[src/rtl/gpu_text_accel.sv]
`default_nettype none
// ============================================================================
// Module   : gpu_text_accel
// Purpose  : Clear/scroll/fill engine and CPU write port for the text-mode
//            character buffer. Scrolling moves the circular top_line offset
//            instead of copying rows; only the rows exposed by a scroll are
//            refilled. CPU (row,col) writes are translated to physical
//            buffer addresses through top_line.
// Ports    : clk_i, rst_n_i        clock, synchronous active-low reset
//            mode_80col_i          1: MAX_COLS active columns, 0: MAX_COLS/2
//            cmd_valid_i/ready_o   command handshake (op, n, col, fill_attr)
//            cpu_we_i ...          CPU character write (row, col, data, attr)
//            busy_o, done_o        engine status / completion pulse
//            wr_dropped_o          pulse when a CPU write is rejected
//            top_line_o            physical row displayed at screen row 0
//            buf_we_o/addr_o/wdata_o  registered character buffer write port
// Revision : 1.0 - initial release
// ============================================================================
module gpu_text_accel #(
  parameter int          MAX_COLS  = 80,
  parameter int          ROWS      = 30,
  parameter int          ATTR_W    = 6,
  parameter logic [7:0]  FILL_CHAR = 8'h20,
  localparam int         COL_W     = $clog2(MAX_COLS),
  localparam int         ROW_W     = $clog2(ROWS),
  localparam int         ADDR_W    = $clog2(MAX_COLS * ROWS),
  localparam int         DW        = 8 + ATTR_W
) (
  input  logic              clk_i,
  input  logic              rst_n_i,
  input  logic              mode_80col_i,
  input  logic              cmd_valid_i,
  output logic              cmd_ready_o,
  input  logic [1:0]        cmd_op_i,
  input  logic [ROW_W:0]    cmd_n_i,
  input  logic [COL_W-1:0]  cmd_col_i,
  input  logic [ATTR_W-1:0] fill_attr_i,
  input  logic              cpu_we_i,
  input  logic [ROW_W-1:0]  cpu_row_i,
  input  logic [COL_W-1:0]  cpu_col_i,
  input  logic [7:0]        cpu_data_i,
  input  logic [ATTR_W-1:0] cpu_attr_i,
  output logic              busy_o,
  output logic              done_o,
  output logic              wr_dropped_o,
  output logic [ROW_W-1:0]  top_line_o,
  output logic              buf_we_o,
  output logic [ADDR_W-1:0] buf_addr_o,
  output logic [DW-1:0]     buf_wdata_o
);

  localparam logic [1:0] c_ST_IDLE   = 2'd0;
  localparam logic [1:0] c_ST_FILL   = 2'd1;
  localparam logic [1:0] c_ST_FINISH = 2'd2;

  localparam logic [1:0] c_OP_CLEAR  = 2'd0;
  localparam logic [1:0] c_OP_UP     = 2'd1;
  localparam logic [1:0] c_OP_DOWN   = 2'd2;
  localparam logic [1:0] c_OP_EOL    = 2'd3;

  localparam logic [ROW_W:0]   c_ROWS_N     = (ROW_W + 1)'(ROWS);
  localparam logic [ROW_W-1:0] c_LAST_ROW   = ROW_W'(ROWS - 1);
  localparam logic [COL_W-1:0] c_LAST_COL   = COL_W'(MAX_COLS - 1);
  localparam logic [COL_W:0]   c_COLS_FULL  = (COL_W + 1)'(MAX_COLS);
  localparam logic [COL_W:0]   c_COLS_HALF  = (COL_W + 1)'(MAX_COLS / 2);

  logic [1:0]        state_q, state_d;
  logic [ROW_W-1:0]  top_line_q;
  logic [ROW_W-1:0]  row_q, row_end_q;
  logic [COL_W-1:0]  col_q, col_end_q;
  logic [ATTR_W-1:0] attr_q;
  logic              buf_we_q, wr_dropped_q;
  logic [ADDR_W-1:0] buf_addr_q;
  logic [DW-1:0]     buf_wdata_q;

  logic              accept;
  logic              skip;
  logic              cpu_ok;
  logic              last_cell;
  logic [COL_W:0]    active_cols;
  logic [ROW_W:0]    up_sum;
  logic [ROW_W-1:0]  top_new;
  logic [ROW_W-1:0]  start_row, end_row, next_row;
  logic [COL_W-1:0]  start_col, end_col, next_col;

  // Logical row -> physical address. top and row are both below ROWS, so the
  // sum fits in ROW_W+1 bits and one conditional subtract is a full modulo.
  function automatic logic [ADDR_W-1:0] f_addr(input logic [ROW_W-1:0] top,
                                               input logic [ROW_W-1:0] row,
                                               input logic [COL_W-1:0] col);
    logic [ROW_W:0] sum;
    sum = {1'b0, top} + {1'b0, row};
    if (sum >= c_ROWS_N) sum = sum - c_ROWS_N;
    return ADDR_W'(ADDR_W'(sum) * ADDR_W'(MAX_COLS) + ADDR_W'(col));
  endfunction

  assign active_cols = mode_80col_i ? c_COLS_FULL : c_COLS_HALF;
  assign accept      = cmd_valid_i && cmd_ready_o;
  assign cpu_ok      = ({1'b0, cpu_row_i} < c_ROWS_N) && ({1'b0, cpu_col_i} < active_cols);

  // Command decode: new top_line and the logical fill rectangle.
  always_comb begin
    top_new   = top_line_q;
    skip      = 1'b0;
    start_row = '0;
    end_row   = c_LAST_ROW;
    start_col = '0;
    end_col   = c_LAST_COL;
    up_sum    = {1'b0, top_line_q} + cmd_n_i;
    case (cmd_op_i)
      c_OP_UP: begin
        if (cmd_n_i == '0) begin
          skip = 1'b1;
        end else if (cmd_n_i >= c_ROWS_N) begin
          top_new = '0;
        end else begin
          top_new   = ROW_W'((up_sum >= c_ROWS_N) ? (up_sum - c_ROWS_N) : up_sum);
          start_row = ROW_W'(c_ROWS_N - cmd_n_i);
        end
      end
      c_OP_DOWN: begin
        if (cmd_n_i == '0) begin
          skip = 1'b1;
        end else if (cmd_n_i >= c_ROWS_N) begin
          top_new = '0;
        end else begin
          top_new = ROW_W'(({1'b0, top_line_q} >= cmd_n_i)
                           ? ({1'b0, top_line_q} - cmd_n_i)
                           : ({1'b0, top_line_q} + c_ROWS_N - cmd_n_i));
          end_row = ROW_W'(cmd_n_i - 1'b1);
        end
      end
      c_OP_EOL: begin
        if ((cmd_n_i >= c_ROWS_N) || ({1'b0, cmd_col_i} >= active_cols)) begin
          skip = 1'b1;
        end else begin
          start_row = cmd_n_i[ROW_W-1:0];
          end_row   = cmd_n_i[ROW_W-1:0];
          start_col = cmd_col_i;
          end_col   = COL_W'(active_cols - 1'b1);
        end
      end
      default: ; // c_OP_CLEAR: full buffer, top_line kept
    endcase
  end

  // Fill walker: cols ascending within a row, then next row from col 0.
  // Only multi-row fills ever wrap, and those always start at col 0.
  always_comb begin
    last_cell = (row_q == row_end_q) && (col_q == col_end_q);
    if (col_q == col_end_q) begin
      next_col = '0;
      next_row = row_q + ROW_W'(1);
    end else begin
      next_col = col_q + COL_W'(1);
      next_row = row_q;
    end
  end

  // FSM state register
  always_ff @(posedge clk_i) begin
    if (!rst_n_i) state_q <= c_ST_IDLE;
    else          state_q <= state_d;
  end

  // FSM next state
  always_comb begin
    state_d = state_q;
    case (state_q)
      c_ST_IDLE:   if (accept) state_d = skip ? c_ST_FINISH : c_ST_FILL;
      c_ST_FILL:   if (last_cell) state_d = c_ST_FINISH;
      c_ST_FINISH: state_d = c_ST_IDLE;
      default:     state_d = c_ST_IDLE;
    endcase
  end

  // FSM outputs
  always_comb begin
    cmd_ready_o = (state_q == c_ST_IDLE) && !cpu_we_i;
    busy_o      = (state_q != c_ST_IDLE);
    done_o      = (state_q == c_ST_FINISH);
  end

  // Datapath: the buffer port is registered, so the first fill cell is
  // loaded at accept and each FILL cycle presents the cell currently in
  // row_q/col_q while loading the following one.
  always_ff @(posedge clk_i) begin
    if (!rst_n_i) begin
      top_line_q   <= '0;
      row_q        <= '0;
      col_q        <= '0;
      row_end_q    <= '0;
      col_end_q    <= '0;
      attr_q       <= '0;
      buf_we_q     <= 1'b0;
      wr_dropped_q <= 1'b0;
      buf_addr_q   <= '0;
      buf_wdata_q  <= '0;
    end else begin
      buf_we_q     <= 1'b0;
      wr_dropped_q <= cpu_we_i && (state_q != c_ST_IDLE);
      case (state_q)
        c_ST_IDLE: begin
          if (cpu_we_i) begin
            if (cpu_ok) begin
              buf_we_q    <= 1'b1;
              buf_addr_q  <= f_addr(top_line_q, cpu_row_i, cpu_col_i);
              buf_wdata_q <= {cpu_attr_i, cpu_data_i};
            end else begin
              wr_dropped_q <= 1'b1;
            end
          end else if (accept) begin
            top_line_q <= top_new;
            row_end_q  <= end_row;
            col_end_q  <= end_col;
            attr_q     <= fill_attr_i;
            row_q      <= start_row;
            col_q      <= start_col;
            if (!skip) begin
              buf_we_q    <= 1'b1;
              buf_addr_q  <= f_addr(top_new, start_row, start_col);
              buf_wdata_q <= {fill_attr_i, FILL_CHAR};
            end
          end
        end
        c_ST_FILL: begin
          if (!last_cell) begin
            row_q       <= next_row;
            col_q       <= next_col;
            buf_we_q    <= 1'b1;
            buf_addr_q  <= f_addr(top_line_q, next_row, next_col);
            buf_wdata_q <= {attr_q, FILL_CHAR};
          end
        end
        default: ;
      endcase
    end
  end

  assign top_line_o   = top_line_q;
  assign buf_we_o     = buf_we_q;
  assign buf_addr_o   = buf_addr_q;
  assign buf_wdata_o  = buf_wdata_q;
  assign wr_dropped_o = wr_dropped_q;

endmodule
`default_nettype wire

[config.mk]
export PLATFORM = sky130hd
export DESIGN_NAME = gpu_text_accel
export DESIGN_NICKNAME = d
export VERILOG_FILES = /design/src/rtl/gpu_text_accel.sv
export SDC_FILE = /design/constraint.sdc
export NUM_CORES = 1
export LEC_CHECK = 0
export BUFFER_PORTS_ARGS = -buffer_cell sky130_fd_sc_hd__buf_2
export CAP_MARGIN = 15
export CORE_MARGIN = 5
export CORE_UTILIZATION = 41
export CTS_CLUSTER_DIAMETER = 100
export DETAILED_ROUTE_END_ITERATION = 10
export PLACE_DENSITY = 0.66
export SETUP_SLACK_MARGIN = 0.15
export SYNTH_ARGS = -nofsm -noshare
export SYNTH_HDL_FRONTEND = slang
export SYNTH_SLANG_ARGS = --single-unit
[constraint.sdc]
create_clock -name clk_i -period 5.75 [get_ports clk_i]
set_clock_uncertainty 0.2 [all_clocks]
set_input_delay 0.2875 -clock clk_i [delete_from_list [all_inputs] [get_ports clk_i]]
set_output_delay 0.2875 -clock clk_i [all_outputs]
set_load 0.005 [all_outputs]
# Word level (Yosys, flattened, before mapping)
# Index checks and enable logic that the tools add are counted.
[word_totals]
wordCells = 146
out_inout_bits = 36
inputBits = 52
ff_bits = 65
[classes]
n_mul = 3
n_mux = 73
n_lt_le_gt_ge = 9
n_bitwise = 1
eq_ne = 14
reduce_logical = 16
n_addsub = 19
[ops]
columns = ["cell", "n"]
rows = [
  ["2-to-1 mux 6 bit", 15],
  ["2-to-1 mux 5 bit", 16],
  ["2-to-1 mux 14 bit", 5],
  ["2-to-1 mux 7 bit", 9],
  ["2-to-1 mux 12 bit", 5],
  ["one-hot mux 5 bit (2 select lines)", 4],
  ["adder 12 x 7 -> 12 bit", 3],
  [">= comparator 6 x 5 -> 1 bit, second input constant", 5],
  ["one-hot mux 14 bit (2 select lines)", 1],
  ["multiplier 6 x 3 -> 8 bit, second input constant", 3],
  ["one-hot mux 12 bit (2 select lines)", 1],
  ["adder 5 x 5 -> 6 bit", 3],
  ["subtractor 6 x 5 -> 6 bit, second input constant", 3],
  ["one-hot mux 7 bit (2 select lines)", 1],
  ["2-to-1 mux 1 bit", 10],
  ["subtractor 5 bit", 2],
  ["!= test 3 bit, second input constant", 3],
  ["!= test 2 bit, second input constant", 4],
  ["adder 7 x 1 -> 7 bit, second input constant", 1],
  ["== test 7 bit", 1],
  [">= comparator 7 bit", 1],
  ["less-than comparator 7 bit", 1],
  ["subtractor 7 x 1 -> 7 bit, second input constant", 1],
  ["adder 5 x 6 -> 6 bit", 1],
  ["other kinds (25)", 36],
]

# Logic depth before layout (Yosys ltp)
[logic_depth]
word_depth = 20
mapped_depth = 29
depth_no_buf = 28

# Worst setup path after synthesis
# Ideal clock, no wire load.
[synth_path]
path_type = "input to register"
startpoint = "input cmd_n_i[2]"
endpoint = "register buf_addr_q[11], in the netlist buf_addr_o[11]"
slack_ps = -426
setup_time_ps = 75
t_arrival_ps = 5902
path_buffers = 2
t_required_ps = 5475
stages = 27
cell_sequence = "clkbuf_1 -> inv_1 -> ha_1 -> buf_2 -> nor2b_1 -> o21ai_0 -> a311oi_1 -> xor2_1 -> a21oi_1 -> o31ai_1 -> a21boi_0 -> ha_1 -> a21oi_1 -> o21bai_1 -> xnor2_1 -> nor3_1 -> nor2_1 -> nor2b_1 -> xnor2_1 -> ha_1 -> ha_1 -> fa_1 -> xnor2_1 -> or4_1 -> xnor3_1 -> o2bb2ai_1 -> o22ai_1"
[synth_via]
elab_chain_cells = 20
word_cells_on_any_way = 43
classes_between = "8 x add/sub; 1 x mul; 4 x order compare; 1 x eq/ne; 26 x mux; 3 x reduce/logical"
[synth_lines]
columns = ["item", "line_no", "text"]
rows = [
  ["from (decl)", "35", "input logic [ROW_W:0] cmd_n_i,"],
  ["adder 5 x 6 -> 6 bit", "109", "up_sum = {1'b0, top_line_q} + cmd_n_i;"],
  [">= comparator 6 x 5 -> 1 bit", "117", "top_new = ROW_W'((up_sum >= c_ROWS_N) ? (up_sum - c_ROWS_N) : up_sum);"],
  ["2-to-1 mux 5 bit", "117", ""],
  ["2-to-1 mux 5 bit", "114", "end else if (cmd_n_i >= c_ROWS_N) begin"],
  ["2-to-1 mux 5 bit", "112", "if (cmd_n_i == '0) begin"],
  ["one-hot mux 5 bit (2 select lines) (*)", "110", "case (cmd_op_i)"],
  ["net top_new[1]", "82", "logic [ROW_W-1:0] top_new;"],
  ["adder 5 x 5 -> 6 bit (*)", "92", "sum = {1'b0, top} + {1'b0, row};"],
  ["(+5 left out)", "-", ""],
  ["2-to-1 mux 6 bit (*)", "202", "case (state_q)"],
  ["2-to-1 mux 6 bit (*)", "188", "if (!rst_n_i) begin"],
  ["multiplier 6 x 3 -> 8 bit (*)", "94", "return ADDR_W'(ADDR_W'(sum) * ADDR_W'(MAX_COLS) + ADDR_W'(col));"],
  ["adder 12 x 7 -> 12 bit (*)", "94", ""],
  ["2-to-1 mux 12 bit (*)", "219", "if (!skip) begin"],
  ["2-to-1 mux 12 bit (*)", "212", "end else if (accept) begin"],
  ["2-to-1 mux 12 bit (*)", "204", "if (cpu_we_i) begin"],
  ["one-hot mux 12 bit (2 select lines) (*)", "202", ""],
  ["to (signal assigned)", "207", "buf_addr_q <= f_addr(top_line_q, cpu_row_i, cpu_col_i);"],
  ["to (signal assigned)", "221", "buf_addr_q <= f_addr(top_new, start_row, start_col);"],
  ["to (signal assigned)", "231", "buf_addr_q <= f_addr(top_line_q, next_row, next_col);"],
  ["to (decl)", "73", "logic [ADDR_W-1:0] buf_addr_q;"],
]
# The timed path passes the listed nets; every way through them passes the cells marked *. The select of a mux whose other input is x is not followed.
# A chain may end at the register's enable or synchronous reset.

# Worst setup path after layout
[layout_path]
startpoint = "register top_line_q[0], in the netlist top_line_o[0]"
endpoint = "register top_line_q[3], in the netlist top_line_o[3]"
[layout_via]
elab_chain_cells = 6
word_cells_on_any_way = 14
classes_between = "5 x add/sub; 2 x order compare; 7 x mux"
[layout_lines]
columns = ["item", "line_no", "text"]
rows = [
  ["from (decl)", "68", "logic [ROW_W-1:0] top_line_q;"],
  ["from (signal assigned)", "213", "top_line_q <= top_new;"],
  ["adder 5 x 6 -> 6 bit / adder 5 bit (equally long branches)", "109, 129", ""],
  ["subtractor 5 bit (tied with other cells)", "117", ""],
  ["2-to-1 mux 5 bit, on equally long branches", "117, 128", ""],
  ["2-to-1 mux 5 bit, on equally long branches", "114, 124", ""],
  ["2-to-1 mux 5 bit, on equally long branches", "112, 122", ""],
  ["one-hot mux 5 bit (2 select lines) (*)", "110", ""],
]
# Every way passes the cells marked *; elsewhere a longest branch is shown, timed or not.

==> impl_metrics.json <==
{
  "status": "finished with violations",
  "violations": "setup timing",
  "area_delta_synth_final_pct": 34.78,
  "dpl.cell_count": 1150,
  "crit_family": "buffers and inverters",
  "hold_class": "input port to flop",
  "worst_slack_ns": -0.2945,
  "wl_per_cell_um": 16.47,
  "io_buffers": 87,
  "final_nets": 1133,
  "yosys_warnings": 0,
  "tightest_slew_ns": 0.9441,
  "max_stage_delay_ns": 0.39,
  "grt_pass1_wl_um": 31430,
  "grt_max_degree": 43,
  "fmax_ghz": 0.1654,
  "cts_buffers": 9,
  "power_mw": 2.099,
  "post-route-min-period_ns": 6.044,
  "gr-max-usage-layer": "met2",
  "seqPwrFrac_pct": 24.0,
  "path_buf_inv": 30,
  "n_antenna_cell": 0,
  "final_layout_size_suffix_gt1_share_pct": 30.88,
  "setup.worst_path.end": "top_line_o[3]",
  "grt-ovfl-total": 0,
  "critPathKind": "flop to flop",
  "grtUsageMet3_pct": 3.502,
  "rows": 45,
  "finalWeightedCongestion": 0.8850,
  "crit_path_start": "top_line_o[0]",
  "firstDrtPassIters": 5,
  "internal-power_mw": 1.287,
  "ys_ff_latch": 61,
  "num_vias": 6551,
  "ys_types": 74,
  "avgViaCountPerCell": 5.450,
  "io_pins": 88,
  "rsz0062_at_grt": "true",
  "cp-end-kind": "flop",
  "ff2ff_setup_slack_ns": -0.29,
  "whs_ns": 0.01212,
  "globalRouteMet2Util_pct": 34.74,
  "die_y_um": 134.9,
  "antenna_found_initial": 0,
  "fin_crit_sh_pct": 105.1,
  "power_density_mw_per_mm2": 243.6,
  "rr_endpoint": "top_line_o[3]",
  "p_clk_share_pct": 24.6,
  "syn_avg_cell_area_sq_um": 8.000,
  "hpwl_um": 14640,
  "cpMaxStageDelayCell": "dfxtp_4",
  "dieArea_sq_mm": 0.01819,
  "hold_viol": 0,
  "core_sq_mm": 0.01526,
  "worstSetupStartpointType": "flop",
  "routed_wl_um": 19800,
  "ys_async_sr_fraction_pct": 0,
  "max_cap_viol_count": 0,
  "netlist_area_sq_mm": 0.006392,
  "ir_drop_uv": 166.9,
  "cts_buffer_depth": 2,
  "dp_slack_ns": -0.2185,
  "cp.arrival_ns": 6.07,
  "ctsRootBufferMaster": "clkbuf_16",
  "comb_power_share_pct": 51.5,
  "clk_pin_slew_ns": 0.06,
  "grt_pass1_vias": 6295,
  "synth-edff-count": 0,
  "tns_ns": -0.6272,
  "drtAntennaViolNets": 0,
  "maxSlewHeadroom_pct": 37.06,
  "grt_use_met1_pct": 28.62,
  "slew_viol_final": 0,
  "p_sw_share_pct": 38.68,
  "r2r-start": "top_line_o[0]",
  "worstPathRequired_ns": 5.78,
  "cp_common_cell": "buf_4",
  "r2r_cells": 39,
  "leakage_nw": 4.113,
  "path_depth": 39,
  "drt-initial-drc-count": 420,
  "gr-usage-all-layers_pct": 21.17,
  "stdcell_count": 1202,
  "clock_sinks": 61,
  "clk_latency_ns": 0.33,
  "ys.flop_type": "dfxtp_1",
  "syn_inst": 799,
  "start_util_pct": 41.89,
  "setup_viol": 3,
  "cts_tree": "yes",
  "cp_max_fo": 4,
  "synth_nets": 946,
  "synth-seq-area-share_pct": 19.10,
  "drc": 0,
  "htree_levels": 3,
  "fp.dieW_um": 134.9,
  "p_switching_mw": 0.8120
}
metal layers:
metal | part of all wire [%] | wire (um)
met1 | 46 | 9078
met2 | 46 | 9161
met3 | 5.7 | 1137
met4 | 2.1 | 420
met5 | 0 | 0
worst reg2reg max path: cells and delay by family (launching register included):
family,cells,cell delay [ns]
buf+inv,30,3.64
compound gates,6,1.03
fa+ha+maj,2,0.55
flops,1,0.39
simple gates,1,0.13
metrics by stage:
step | utilization (%) | cell area (sq um)
floorplan | - | 6570
global placement | 50.94 | 7772
detailed placement | 50.94 | 7772
CTS | 54.68 | 8343
global route | 56.47 | 8616
finish | 56.47 | 8616
power by group through the flow:
stage	clock (mW)	combinational, mW	sequential [mW]
after floorplan	0	0.664	0.510
after global placement	0	0.947	0.511
after detailed placement	0	0.956	0.511
after CTS	0.527	1.01	0.503
after global routing	0.544	1.19	0.509
final	0.515	1.08	0.504
cell type report:
cell class              instances  area (sq um)
inverters                      45         171.4
multi-input cells             657          5246
repair buffers                212          1424
fillers                      1399          6643
clock inverters                 7         57.56
clock buffers                   9         225.2
flip-flops and latches         61          1227
well taps                     211         264.0
flip-flops by register name, indices dropped and copies added (netlist names), 2 cells and up:
name	flops
buf_wdata_o	14
top_line_o	5
row_end_q	5
col_q	7
row_q	5
attr_q	6
col_end_q	3
state_q	2
buf_addr_o	12
synth_stat cells (4+ instances only):
| cell type | n | area, sq um |
|---|---|---|
| o31ai_1 | 4 | 30.03 |
| a211oi_1 | 6 | 45.04 |
| a21boi_0 | 5 | 37.54 |
| dfxtp_1 | 61 | 1221 |
| o211a_1 | 4 | 40.04 |
| o22ai_1 | 5 | 31.28 |
| or4_1 | 4 | 30.03 |
| a22oi_1 | 6 | 45.04 |
| ha_1 | 84 | 1051 |
| a31oi_1 | 11 | 68.82 |
| a21o_1 | 11 | 82.58 |
| a311oi_1 | 4 | 35.03 |
| nand2_1 | 80 | 300.3 |
| inv_1 | 44 | 165.2 |
| o21a_1 | 6 | 45.04 |
| nand2b_1 | 7 | 43.79 |
| nor2_1 | 80 | 300.3 |
| mux2i_1 | 29 | 290.3 |
| nor3_1 | 9 | 45.04 |
| o21ai_0 | 45 | 225.2 |
| a211oi_2 | 4 | 50.05 |
| and3_1 | 13 | 81.33 |
| o2bb2ai_1 | 4 | 35.03 |
| fa_1 | 11 | 220.2 |
| clkbuf_1 | 28 | 105.1 |
| nor2b_1 | 15 | 93.84 |
| nand3_1 | 18 | 90.09 |
| xor2_1 | 21 | 183.9 |
| a21oi_1 | 56 | 280.3 |
| nand4_1 | 5 | 31.28 |
| o211ai_1 | 7 | 52.55 |
| or2_2 | 5 | 31.28 |
| and2_1 | 6 | 37.54 |
| buf_2 | 4 | 20.02 |
| xnor2_1 | 34 | 297.8 |
| nor3b_1 | 4 | 30.03 |
timing repair:
item,CTS,global route
setup buffers,29,4
pin swaps,15,21
hold buffers,3,0
setup endpoints to repair,3,5
gates cloned,0,0
hold endpoints to repair,3,0
gates resized for setup,11,46
kinds of logic after synthesis:
family / after synthesis / share of synthesized area [%]
compound gates: 209 / 22.16
fa+ha+maj: 95 / 19.89
simple gates: 263 / 19.91
buf+inv: 81 / 5.187
mux: 31 / 4.893
flops: 61 / 19.10
xor+xnor: 59 / 8.867
layout by cell type, fill, tap and decap left out, drive strengths merged, types with 5 or more instances in the layout:
cell      n
nand4     5
o21a      6
clkbuf    9
a31oi    11
a311oi    6
nor2b    15
a211oi   10
xor2     22
ha       84
o211ai    7
o22ai     5
xnor2    34
o21ai    46
a21o     11
inv      47
a21oi    56
fa       11
and3     13
a22oi     6
mux2i    29
a21boi    6
nand3    19
nor2     80
or2       5
nor3      9
buf     209
nand2    80
and2      6
dfxtp    61
nand2b    7
how the worst min path moves through the flow:
stage               slack, ns      startpoint   endpoint  cells past startpoint
floorplan                0.22  fill_attr_i[0]  attr_q[0]                      2
global placement         0.24       attr_q[4]  attr_q[4]                      2
detailed placement       0.25       attr_q[3]  attr_q[3]                      2
CTS                    0.0002  fill_attr_i[2]  attr_q[2]                      3
global route             0.02  fill_attr_i[2]  attr_q[2]                      3
finish                   0.01  fill_attr_i[2]  attr_q[2]                      3
(Power assumes the default switching activity.)
